<file path="src/rtl/sreg_pkg.sv">
// Shared types for the shift-register frame sequencer.
// Defines controller opcodes, sequencer modes and the word width.
package sreg_pkg;

    localparam int SREG_W = 42;

    typedef enum logic [2:0] {
        PIX_WRITE         = 3'd0,
        PIX_READ          = 3'd1,
        PIX_READ_END      = 3'd2,
        WRITE_PCLK_0      = 3'd3,
        WRITE_PCLK_1      = 3'd4,
        WRITE_FULL_PCLK_0 = 3'd5,
        WRITE_FULL_PCLK_1 = 3'd6,
        SREG_READ         = 3'd7
    } opcode_e;

    typedef enum logic [1:0] {
        MODE_CFG_WRITE = 2'd0,
        MODE_READOUT   = 2'd1,
        MODE_SREG_DUMP = 2'd2,
        MODE_ILLEGAL   = 2'd3
    } mode_e;

endpackage

</file>
<file path="src/rtl/sreg_cmd_if.sv">
// Command handshake to the shift-register controller: valid/ready
// acceptance in ISSUE, completion detect in WAIT, optional watchdog.
// Ports: issue/wait_st state flags in; accept/complete/timeout out.
// Optional feature macro: SREG_SEQ_TIMEOUT_EN (watchdog counter).
module sreg_cmd_if #(
    parameter int TIMEOUT_CYC = 255
) (
    input  logic clk,
    input  logic rst,
    input  logic issue,
    input  logic wait_st,
    input  logic abort,
    input  logic sc_cmd_ready,
    output logic sc_cmd_valid,
    output logic accept,
    output logic complete,
    output logic timeout
);

    // Abort withdraws the request in the same cycle, so an abort
    // cycle can never also be an acceptance cycle.
    assign sc_cmd_valid = issue && !abort;
    assign accept       = sc_cmd_valid && sc_cmd_ready;
    assign complete     = wait_st && sc_cmd_ready;

`ifdef SREG_SEQ_TIMEOUT_EN
    localparam int CNT_W = $clog2(TIMEOUT_CYC + 1);

    logic [CNT_W-1:0] cnt_q;
    logic [CNT_W-1:0] cnt_d;
    logic             active;

    assign active  = issue || wait_st;
    assign timeout = active &&
                     (cnt_q == CNT_W'(TIMEOUT_CYC - 1));

    // Any leaving event restarts the count, so every entry
    // into ISSUE or WAIT starts from zero.
    always_comb begin
        cnt_d = '0;
        if (active && !accept && !complete && !timeout) begin
            cnt_d = cnt_q + CNT_W'(1);
        end
    end

    always_ff @(posedge clk) begin
        if (rst) begin
            cnt_q <= '0;
        end else begin
            cnt_q <= cnt_d;
        end
    end
`else
    logic unused_ok;

    assign timeout   = 1'b0;
    assign unused_ok = ^{clk, rst, TIMEOUT_CYC[0]};
`endif

endmodule

</file>
<file path="src/rtl/sreg_seq.sv">
// Frame sequencer: expands a start request into per-row controller
// commands, fetches config words, returns read-back words.
// Ports: host start/mode/abort/status, cfg RAM, readout, controller.
// Optional feature macro: SREG_SEQ_TIMEOUT_EN (command watchdog).
module sreg_seq
    import sreg_pkg::*;
#(
    parameter int N_ROWS      = 16,
    parameter int ROW_W       = $clog2(N_ROWS),
    parameter int TIMEOUT_CYC = 255
) (
    input  logic              clk,
    input  logic              rst,
    input  logic              start,
    input  logic [1:0]        mode,
    input  logic              abort,
    input  logic [SREG_W-1:0] glob_cfg,
    output logic              busy,
    output logic              done,
    output logic              err,
    output logic              aborted,
    output logic              cfg_rd_en,
    output logic [ROW_W-1:0]  cfg_addr,
    input  logic [SREG_W-1:0] cfg_rdata,
    output logic              rd_valid,
    input  logic              rd_ready,
    output logic [ROW_W-1:0]  rd_row,
    output logic [SREG_W-1:0] rd_data,
    output logic              sc_cmd_valid,
    output logic [2:0]        sc_cmd,
    output logic [SREG_W-1:0] sc_data,
    input  logic              sc_cmd_ready,
    input  logic [SREG_W-1:0] sc_data_out
);

    typedef enum logic [2:0] {
        S_IDLE, S_FETCH, S_LOAD, S_ISSUE,
        S_WAIT, S_OUT, S_FINISH
    } state_e;

    state_e            state_q, state_d;
    mode_e             mode_q, mode_d;
    opcode_e           cmd_q, cmd_d;
    logic [ROW_W-1:0]  row_q, row_d;
    logic [SREG_W-1:0] data_q, data_d;
    logic [SREG_W-1:0] rdat_q, rdat_d;
    logic              busy_q, busy_d;
    logic              err_q, err_d;
    logic              abt_q, abt_d;
    logic              abt_pend_q, abt_pend_d;
    logic              glob_q, glob_d;

    logic  accept, complete, timeout;
    logic  last_row, pen_row;
    mode_e mode_in;

    assign mode_in  = mode_e'(mode);
    assign last_row = (row_q == ROW_W'(N_ROWS - 1));
    assign pen_row  = (row_q == ROW_W'(N_ROWS - 2));

    sreg_cmd_if #(
        .TIMEOUT_CYC (TIMEOUT_CYC)
    ) u_cmd_if (
        .clk          (clk),
        .rst          (rst),
        .issue        (state_q == S_ISSUE),
        .wait_st      (state_q == S_WAIT),
        .abort        (abort),
        .sc_cmd_ready (sc_cmd_ready),
        .sc_cmd_valid (sc_cmd_valid),
        .accept       (accept),
        .complete     (complete),
        .timeout      (timeout)
    );

    always_comb begin
        state_d    = state_q;
        mode_d     = mode_q;
        cmd_d      = cmd_q;
        row_d      = row_q;
        data_d     = data_q;
        rdat_d     = rdat_q;
        busy_d     = busy_q;
        err_d      = err_q;
        abt_d      = abt_q;
        abt_pend_d = abt_pend_q;
        glob_d     = glob_q;
        unique case (state_q)
            S_IDLE: begin
                if (start && !abort) begin
                    mode_d     = mode_in;
                    row_d      = '0;
                    err_d      = 1'b0;
                    abt_d      = 1'b0;
                    abt_pend_d = 1'b0;
                    glob_d     = 1'b0;
                    unique case (mode_in)
                        MODE_CFG_WRITE: begin
                            busy_d  = 1'b1;
                            state_d = S_FETCH;
                        end
                        MODE_READOUT: begin
                            busy_d  = 1'b1;
                            cmd_d   = PIX_READ;
                            state_d = S_ISSUE;
                        end
                        MODE_SREG_DUMP: begin
                            busy_d  = 1'b1;
                            cmd_d   = SREG_READ;
                            state_d = S_ISSUE;
                        end
                        MODE_ILLEGAL: begin
                            err_d   = 1'b1;
                            state_d = S_FINISH;
                        end
                    endcase
                end
            end
            S_FETCH: begin
                if (abort) begin
                    abt_d   = 1'b1;
                    state_d = S_FINISH;
                end else begin
                    state_d = S_LOAD;
                end
            end
            S_LOAD: begin
                if (abort) begin
                    abt_d   = 1'b1;
                    state_d = S_FINISH;
                end else begin
                    data_d  = cfg_rdata;
                    cmd_d   = PIX_WRITE;
                    state_d = S_ISSUE;
                end
            end
            S_ISSUE: begin
                if (accept) begin
                    state_d = S_WAIT;
                end else if (abort) begin
                    abt_d   = 1'b1;
                    state_d = S_FINISH;
                end else if (timeout) begin
                    err_d   = 1'b1;
                    state_d = S_FINISH;
                end
            end
            S_WAIT: begin
                abt_pend_d = abt_pend_q || abort;
                if (complete) begin
                    if (abt_pend_q || abort) begin
                        abt_d   = 1'b1;
                        state_d = S_FINISH;
                    end else if (mode_q != MODE_CFG_WRITE) begin
                        rdat_d  = sc_data_out;
                        state_d = S_OUT;
                    end else if (glob_q) begin
                        state_d = S_FINISH;
                    end else if (last_row) begin
                        // Rows done: close with the global word.
                        glob_d  = 1'b1;
                        cmd_d   = WRITE_PCLK_1;
                        data_d  = glob_cfg;
                        state_d = S_ISSUE;
                    end else begin
                        row_d   = row_q + ROW_W'(1);
                        state_d = S_FETCH;
                    end
                end else if (timeout) begin
                    err_d   = 1'b1;
                    state_d = S_FINISH;
                end
            end
            S_OUT: begin
                if (abort) begin
                    abt_d   = 1'b1;
                    state_d = S_FINISH;
                end else if (rd_ready) begin
                    if (mode_q == MODE_READOUT && !last_row) begin
                        row_d   = row_q + ROW_W'(1);
                        cmd_d   = pen_row ? PIX_READ_END : PIX_READ;
                        state_d = S_ISSUE;
                    end else begin
                        state_d = S_FINISH;
                    end
                end
            end
            S_FINISH: begin
                busy_d  = 1'b0;
                state_d = S_IDLE;
            end
            default: state_d = S_IDLE;
        endcase
    end

    always_ff @(posedge clk) begin
        if (rst) begin
            state_q    <= S_IDLE;
            mode_q     <= MODE_CFG_WRITE;
            cmd_q      <= PIX_WRITE;
            row_q      <= '0;
            data_q     <= '0;
            rdat_q     <= '0;
            busy_q     <= 1'b0;
            err_q      <= 1'b0;
            abt_q      <= 1'b0;
            abt_pend_q <= 1'b0;
            glob_q     <= 1'b0;
        end else begin
            state_q    <= state_d;
            mode_q     <= mode_d;
            cmd_q      <= cmd_d;
            row_q      <= row_d;
            data_q     <= data_d;
            rdat_q     <= rdat_d;
            busy_q     <= busy_d;
            err_q      <= err_d;
            abt_q      <= abt_d;
            abt_pend_q <= abt_pend_d;
            glob_q     <= glob_d;
        end
    end

    assign busy      = busy_q;
    assign done      = (state_q == S_FINISH);
    assign err       = err_q;
    assign aborted   = abt_q;
    assign cfg_rd_en = (state_q == S_FETCH);
    assign cfg_addr  = row_q;
    assign rd_valid  = (state_q == S_OUT) && !abort;
    assign rd_row    = row_q;
    assign rd_data   = rdat_q;
    assign sc_cmd    = cmd_q;
    assign sc_data   = data_q;

endmodule

</file>
<file path="config.mk">
export PLATFORM = sky130hd
export DESIGN_NAME = sreg_seq
export DESIGN_NICKNAME = d
export VERILOG_FILES = /design/src/rtl/sreg_pkg.sv /design/src/rtl/sreg_cmd_if.sv /design/src/rtl/sreg_seq.sv
export SDC_FILE = /design/constraint.sdc
export NUM_CORES = 1
export LEC_CHECK = 0
export CORE_MARGIN = 8
export CORE_UTILIZATION = 60
export DETAILED_ROUTE_END_ITERATION = 8
export DONT_BUFFER_PORTS = 1
export PLACE_DENSITY_LB_ADDON = 0.08
export SLEW_MARGIN = 20
export SYNTH_ARGS = -nofsm -noshare
export SYNTH_HDL_FRONTEND = slang
export SYNTH_HIERARCHICAL = 1
export SYNTH_SLANG_ARGS = --single-unit
export TNS_END_PERCENT = 30
</file>
<file path="constraint.sdc">
create_clock -name clk -period 6.87 [get_ports clk]
set_input_delay 0.687 -clock clk [delete_from_list [all_inputs] [get_ports clk]]
set_output_delay 0.687 -clock clk [all_outputs]
set_load 0.1 [all_outputs]
</file>
==> results of run 1 <==
worst max-delay path by stage:
| stage | from | depth (start not counted) | to | slack [ns] |
|---|---|---|---|---|
| after floorplan | state_q[0] | 5 | sc_cmd_valid | 3.81 |
| after global placement | state_q[2] | 10 | sc_data[13] | 2.67 |
| after detailed placement | state_q[2] | 10 | sc_data[30] | 2.51 |
| after CTS | state_q[2] | 10 | sc_data[30] | 2.47 |
| after global routing | state_q[2] | 10 | sc_data[8] | 2.11 |
| final | state_q[2] | 10 | sc_data[8] | 2.45 |
cell families after synthesis:
logic type / after synthesis
AO/OA/AOI/OAI: 128
AND/OR/NAND/NOR: 286
multiplexers: 6
flip-flops: 101
adder cells (fa/ha/maj): 6
other: 1
buffers and inverters: 61
stage by stage:
stage	cell area [sq um]	power, uW
floorplan	4770	2710
global placement	4660	2780
detailed placement	4660	2810
CTS	4840	3160
global route	4840	3300
finish	4840	3140
report_power, final:
group	internal (uW)	total, uW	switching [uW]
combinational	314	841	528
clock	137	344	207
sequential	741	1960	1220
routing by layer:
layer / wire, um / share of wire
met1: 5170 / 0.39
met2: 6320 / 0.48
met3: 1490 / 0.11
met4: 142 / 0.011
met5: 0 / 0
flip-flops by register name, indices dropped and copies added (netlist names):
register / cells
mode_q: 2
rd_data: 42
abt_pend_q: 1
busy: 1
state_q: 3
glob_q: 1
aborted: 1
err: 1
sc_data: 42
sc_cmd: 3
cfg_addr: 4
synth_stat cells, types with 5 or more instances:
cell type	instances	area, sq um
dfxtp_1	101	2020
mux2i_1	6	60.1
clkbuf_1	18	67.6
buf_2	13	65.1
ha_1	6	75.1
o21ai_0	5	25.0
nor2_1	67	251
nand3_1	9	45.0
a21oi_1	59	295
a311oi_1	10	87.6
buf_6	6	67.6
nand2_1	182	683
nor3_1	6	30.0
a311oi_2	32	480
inv_1	9	33.8
buf_4	12	90.1
critical path: stages (launching register included):
cell and delay [ns]:
dfxtp_1 0.79, or3b_1 0.40, buf_4 0.28, inv_2 0.66, and2_1 0.37, nor4b_4 0.35
a21oi_4 0.12, nor3_4 0.17, buf_4 0.73, nor2_1 0.11, a311oi_2 0.28
area by class of cell:
type / count / area [sq um]
Clock buffer: 9 / 124
Clock inverter: 7 / 57.6
Fill cell: 705 / 2890
Inverter: 10 / 37.5
Multi-Input combinational cell: 427 / 2430
Sequential cell: 101 / 2030
Tap cell: 102 / 128
Timing Repair Buffer: 4 / 30.0
cells in the final DEF (no fill, tap or decap), types with 2 or more instances in the layout:
master,n
nand2_1,182
dfxtp_1,97
nor2_1,65
a21oi_1,59
a311oi_2,32
a311oi_1,10
inv_1,9
nand3_1,9
clkbuf_8,9
nor3_1,6
mux2i_1,6
ha_1,6
o21ai_0,5
nand2b_1,4
dfxtp_2,4
buf_4,4
nor2_2,3
a31oi_1,3
nor2b_1,2
and3_1,2
a22oi_1,2
o31ai_1,2
o21bai_1,2
clkinvlp_4,2
inv_6,2
==> reports/metrics.yaml, run 1 <==
antenna_found_initial: 0
synth_top_family_by_area: "simple AND/OR/NAND/NOR gates"
dieArea_sq_um: 11100
cts-resized-gates: 0
fp.dieH_um: 105
synth_xor_area_frac: 0
yosys_warnings: 6
hpwl_mm: 9.76
r2r_slack_ns: 2.45
synth_area_per_cell_sq_um: 8.10
placed_cells: 644
root_buffer: "clkbuf_8"
synth-seq-cells: 101
clkLatencyLatePin_ns: 0.35
critPathKind: "register to register"
period_share: 0.643
slew_violations: 0
cp.required_ns: 7.13
dr.pass1.iters: 5
use_met3: 0.100
synth_edf_count: 0
layoutNonFillerInstCount: 660
ys_seq_area_frac: 0.424
synth_cells: 589
antenna_cells: 0
rr_worst_depth: 10
timing.rr.start: "state_q[2]"
place.gp.congestion: 0.905
overflow: 0
grt_pass1_vias: 3752
drc: 0
min_to: "sc_data[22]"
ctsHtreeMaxLevel: 3
num_vias: 3947
hold_viol: 0
rsz0062_at_grt: "no"
rows: 32
met1_usage: 0.258
gr-usage-met2: 0.365
finalWorstSetupSlack_ns: 2.45
hold_class: "input pin to register"
synthSimpleGateAreaFrac: 0.251
cts.sink_count: 101
cts_tree: "yes"
die_w_um: 105
ios: 236
hold_start: "rst"
synth.distinct_cells: 52
cts_hold_buf: 0
post_drt_wl_per_cell_um: 19.9
path_max_fanout: 84
max_slew.worst_pin.slew_ns: 1.10
synthArstFlopShare: 0
endpoint_kind: "register"
synth_fa_ha_area_frac: 0.0157
wirelength_mm: 13.1
fin_skew_ns: 0.0151
fin_tns_setup_ns: 0
syn_to_final_growth_pct: 1.34
p_per_area_nw_per_um2: 649
status: "completed"
viasPerCell: 5.98
fp.coreArea_sq_um: 7730
synth_ff_type: "dfxtp_1"
postCtsSetupRepairBufs: 0
port-buffer-count: 0
nets: 693
path_clk_slew_ns: 0.10
synth_fp_nets: 729
p_leak_uw: 0.00164
r2r-end: "sc_data[8]"
cts_buffers: 9
maxCapViolCount: 0
slew_headroom: 0.263
grt_max_degree: 99
grt_first_pass_wirelength_mm: 20.2
setup_violations: 0
vdd_ir_drop_max_v: 0.000421
initial_utilization: 0.618
drive_above_1_share: 0.125
finalCriticalPeriod_ns: 4.42
whs_path_depth: 1
utilization: 0.626
arrival_ns: 4.68
top_usage_layer: "met2"
drt_iter0_drc: 245
track_usage: 0.222
synthMuxAreaShare: 0.0126
synth-compound-area-share: 0.226
cts_buffer_depth: 2
syn-cell-area_sq_um: 4770
max_freq_mhz: 226
crit_path_start_kind: "register"
post-place-ws_ns: 2.51
whs_ns: 0.405
ant_nets: 0
(Power assumes the default switching activity.)
==> run 2, diff against run 1 <==
ABC_AREA = 1   (was unset)
clock period = 4.6 ns   (was 6.87 ns; I/O delays follow)
==> reports/metrics.yaml, run 2 <==
dpl-instance-area_sq_um: 4980
post_drt_wl_per_cell_um: 15.7
path_max_fanout: 10
ios: 236
endpoint_kind: "output pin"
rsz0062_at_grt: "no"
synth.most_common_cell: "nand2_1"
synth_commonest_cells: "258 x nand2_1, 210 x nor2_1, 101 x dfxtp_1"
overflow: 0
final_cell_mix: "258 x nand2_1, 207 x nor2_1, 97 x dfxtp_1"
vdd_ir_drop_max_v: 0.000316
worstPathBufferInverterCount: 1
cts_buffers: 9
place.gp.congestion: 1.04
fin_skew_ns: 0.0203
ctsHtreeMaxLevel: 3
critPathSlowestCell: "dfxtp_1"
fin_tns_setup_ns: 0
utilization: 0.635
synth_cells: 809
r2r-end: "sc_data[39]"
critical-path-top-delay-family: "flip-flops"
synth_edf_count: 0
critPathKind: "register to output pin"
synth_area_per_cell_sq_um: 6.23
ant_nets: 0
yosysTopAreaCell: "dfxtp_1"
clkLatencyLatePin_ns: 0.38
path_clk_slew_ns: 0.11
antenna_found_initial: 0
track_usage: 0.235
slew_violations: 0
num_vias: 4579
min_to: "cfg_addr[2]"
r2r_slack_ns: 2.00
p_per_area_nw_per_um2: 857
drive_above_1_share: 0.0583
drc: 0
path_cells: "nand2_1 -> nor2_1 -> nand2_2 -> inv_1"
setup_violations: 0
finalCriticalPeriod_ns: 2.64
syn_to_final_growth_pct: 3.13
drt_iter0_drc: 299
maxCapViolCount: 0
grt_max_degree: 55
cts_buffer_depth: 2
port-buffer-count: 0
worstSetupStartpoint: "state_q[1]"
synthArstFlopShare: 0
dieArea_sq_um: 11600
fp.coreArea_sq_um: 8180
hold_viol: 0
rr_worst_depth: 9
crit_path_start_kind: "register"
dr.pass1.iters: 4
syn-cell-area_sq_um: 5040
hold_start: "rst"
viasPerCell: 5.12
fin_area_sq_um: 5190
die_w_um: 108
max_slew.worst_pin.slew_ns: 1.18
timing.rr.start: "state_q[1]"
slew_headroom: 0.214
hpwl_mm: 10.5
cts_tree: "yes"
cts.sink_count: 101
postCtsSetupRepairBufs: 0
initial_utilization: 0.616
nets: 924
synth_ff_type: "dfxtp_1"
synth.distinct_cells: 32
synth-seq-cells: 101
antenna_cells: 0
final_common_cell: "nand2_1"
ys_seq_area_frac: 0.401
p_total_uw: 4450
fp.dieH_um: 108
synth_top_area_share: 0.401
status: "completed"
crit_path_max_incr_delay_ns: 0.63
wirelength_mm: 14.0
cp.required_ns: 4.14
cts_hold_buf: 0
root_buffer: "clkbuf_8"
synth_fp_nets: 949
whs_path_depth: 1
grt_first_pass_wirelength_mm: 22.0
arrival_ns: 2.18
grt_pass1_vias: 4375
hold_class: "input pin to register"
netlist_top_cells_area: "dfxtp_1 40%, nand2_1 19%, nor2_1 16%, inv_1 5.4%, o21ai_0 3.2%"
cts-resized-gates: 0
period_share: 0.575
rows: 33
yosys_warnings: 6
max_freq_mhz: 378
p_leak_uw: 0.00271
-- run 2: layout make-up --
type / instances / area, sq um
clock buffers: 9 / 124
clock inverters: 7 / 86.3
fillers: 786 / 2980
inverters: 77 / 289
multi-input cells: 586 / 2470
flip-flops and latches: 101 / 2030
well taps: 105 / 131
repair buffers: 9 / 67.6
-- run 2: power breakdown --
part | switching [uW] | leakage [uW] | internal [uW]
registers | 1280 | 0.000824 | 1070
logic | 1100 | 0.00178 | 433
clock network | 356 | 0.000105 | 219
-- run 2: through the flow --
step | instances | setup slack (ns) | hold slack, ns
floorplan | 809 | 2.18 | 0.478
global placement | 878 | 2.12 | 0.525
detailed placement | 878 | 1.98 | 0.521
CTS | 894 | 1.97 | 0.115
global route | 894 | 1.67 | 0.122
finish | 894 | 1.96 | 0.131
-- run 2: worst register-to-register path, cell delays in order (launching register included) --
cell,delay (ns)
dfxtp_1,0.47
nor2_8,0.21
nand2_2,0.56
o21ai_1,0.39
inv_2,0.07
nor3_4,0.12
buf_4,0.45
nand2_1,0.11
nand2_1,0.08
nor2_1,0.04
-- run 2: cells by family after synthesis --
| kind of cell | count (synthesis) | share of synthesized area |
|---|---|---|
| AOI/OAI and AO/OA | 71 | 0.0745 |
| adders and majority gates | 6 | 0.0149 |
| buffers and inverters | 122 | 0.111 |
| DFF | 101 | 0.401 |
| other | 1 | 0.000745 |
| and+or+nand+nor | 508 | 0.398 |
-- run 2: worst max path at each step --
stage	to	slack, ns	cells past startpoint
global route	sc_data[39]	1.67	9
CTS	sc_data[39]	1.97	9
finish	sc_cmd_valid	1.96	4
detailed placement	sc_data[35]	1.98	9
global placement	sc_data[39]	2.12	10
floorplan	rd_valid	2.18	4
-- run 2: per-layer routing --
layer,track usage,vias up,part of all wire
met2,0.383,225,0.46
met3,0.108,22,0.14
li1,-,2385,-
met1,0.259,1947,0.38
met4,0.0971,0,0.022
met5,0,-,0
==> run 3, diff against run 2 <==
clock period = 2.7 ns   (was 4.6 ns; I/O delays follow)
==> reports/metrics.yaml, run 3 (synthesis gave the netlist of run 2 again) <==
final_cell_mix: "258 x nand2_1, 207 x nor2_1, 97 x dfxtp_1"
p_leak_uw: 0.00278
path_max_fanout: 26
p_total_uw: 7740
crit_path_max_incr_delay_ns: 0.61
maxCapViolCount: 0
post_drt_wl_per_cell_um: 15.7
max_slew.worst_pin.slew_ns: 1.04
timing.rr.start: "state_q[1]"
fin_skew_ns: 0.0171
hpwl_mm: 10.7
slew_headroom: 0.307
root_buffer: "clkbuf_8"
initial_utilization: 0.616
arrival_ns: 2.43
antenna_cells: 0
num_vias: 4746
fin_area_sq_um: 5320
dr.pass1.iters: 5
grt_first_pass_wirelength_mm: 22.3
hold_start: "sc_data_out[5]"
cp.required_ns: 2.96
dieArea_sq_um: 11600
finalCriticalPeriod_ns: 2.18
cts_tree: "yes"
grt_max_degree: 85
drt_iter0_drc: 344
min_to: "rd_data[5]"
syn_to_final_growth_pct: 5.71
whs_path_depth: 2
antenna_found_initial: 0
rsz0062_at_grt: "no"
final_common_cell: "nand2_1"
place.gp.congestion: 0.987
status: "completed"
whs_ns: 0.0384
hold_viol: 0
critPathSlowestCell: "dfxtp_1"
viasPerCell: 5.23
cts_hold_buf: 1
path_common_cell: "nand2_1"
path_clk_slew_ns: 0.10
nets: 937
ant_nets: 0
grt_pass1_vias: 4496
r2r-end: "cfg_addr[0]"
hold_class: "input pin to register"
critPathKind: "register to register"
cts_buffers: 9
die_w_um: 108
p_per_area_nw_per_um2: 1450
clkLatencyLatePin_ns: 0.37
period_share: 0.806
finalWorstSetupSlack_ns: 0.524
endpoint_kind: "register"
rr_worst_depth: 10
slew_violations: 0
fin_tns_setup_ns: 0
fp.coreArea_sq_um: 8180
post-place-ws_ns: 0.581
drive_above_1_share: 0.0723
max_freq_mhz: 460
crit_path_start_kind: "register"
critical-path-top-delay-family: "simple AND/OR/NAND/NOR gates"
cts.sink_count: 101
dpl-instance-area_sq_um: 5100
overflow: 0
fp.dieH_um: 108
vdd_ir_drop_max_v: 0.000614
setup_violations: 0
drc: 0
postCtsSetupRepairBufs: 0
wirelength_mm: 14.2
worstPathBufferInverterCount: 2
cts-resized-gates: 0
track_usage: 0.237
ctsHtreeMaxLevel: 3
rows: 33
path_cells: "inv_1 -> nand2_1 -> nor2_4 -> buf_4 -> nand2_1 -> nand2_1 -> nor2_1 -> nand3_1 -> a21oi_1 -> nor2_1"
ios: 236
cts_buffer_depth: 2
r2r_slack_ns: 0.52
port-buffer-count: 0
## run 3: cell types whose count changed in the layout (fill, tap and decap cells not counted), sizes merged
cell | before | now
buf | 9 | 21
dlygate4sd3 | 0 | 1
bufinv | 0 | 1
clkinvlp | 0 | 1
clkinv | 4 | 2
## run 3: final cells by class
type / count / area (sq um)
tap: 105 / 131
fill: 812 / 2850
clock inverter: 7 / 91.3
clock buffer: 9 / 124
inverter: 77 / 289
timing repair buffer: 22 / 193
sequential: 101 / 2030
multi-input combinational: 586 / 2470
## run 3: worst max path at each step
stage / startpoint / endpoint / slack, ns / cells past startpoint
2_1_floorplan: state_q[1] / state_q[0] / 0.28 / 8
3_3_place_gp: state_q[0] / err / 0.62 / 8
3_5_place_dp: state_q[1] / cfg_addr[0] / 0.58 / 10
4_1_cts: state_q[0] / sc_cmd_valid / 0.55 / 5
5_1_grt: state_q[1] / cfg_addr[0] / 0.29 / 10
6_report: state_q[1] / cfg_addr[0] / 0.52 / 10
## run 3: power by group
group          internal [uW]  switching (uW)  total [uW]  leakage, uW
sequential              1820            1980        3800     0.000824
clock                    451             560        1010     0.000105
combinational            806            2120        2930      0.00185
total                   3080            4660        7740      0.00278
## run 3: routing by layer
metal / GRT usage / share of wire
met5: 0 / 0
met4: 0.0743 / 0.015
met3: 0.0922 / 0.13
met2: 0.387 / 0.47
met1: 0.278 / 0.39
## run 3: metrics by stage
stage | instances | util
4_1_cts | 907 | 0.651
3_5_place_dp | 890 | 0.624
3_3_place_gp | 890 | 0.624
5_1_grt | 907 | 0.651
2_1_floorplan | 809 | -
6_report | 907 | 0.651
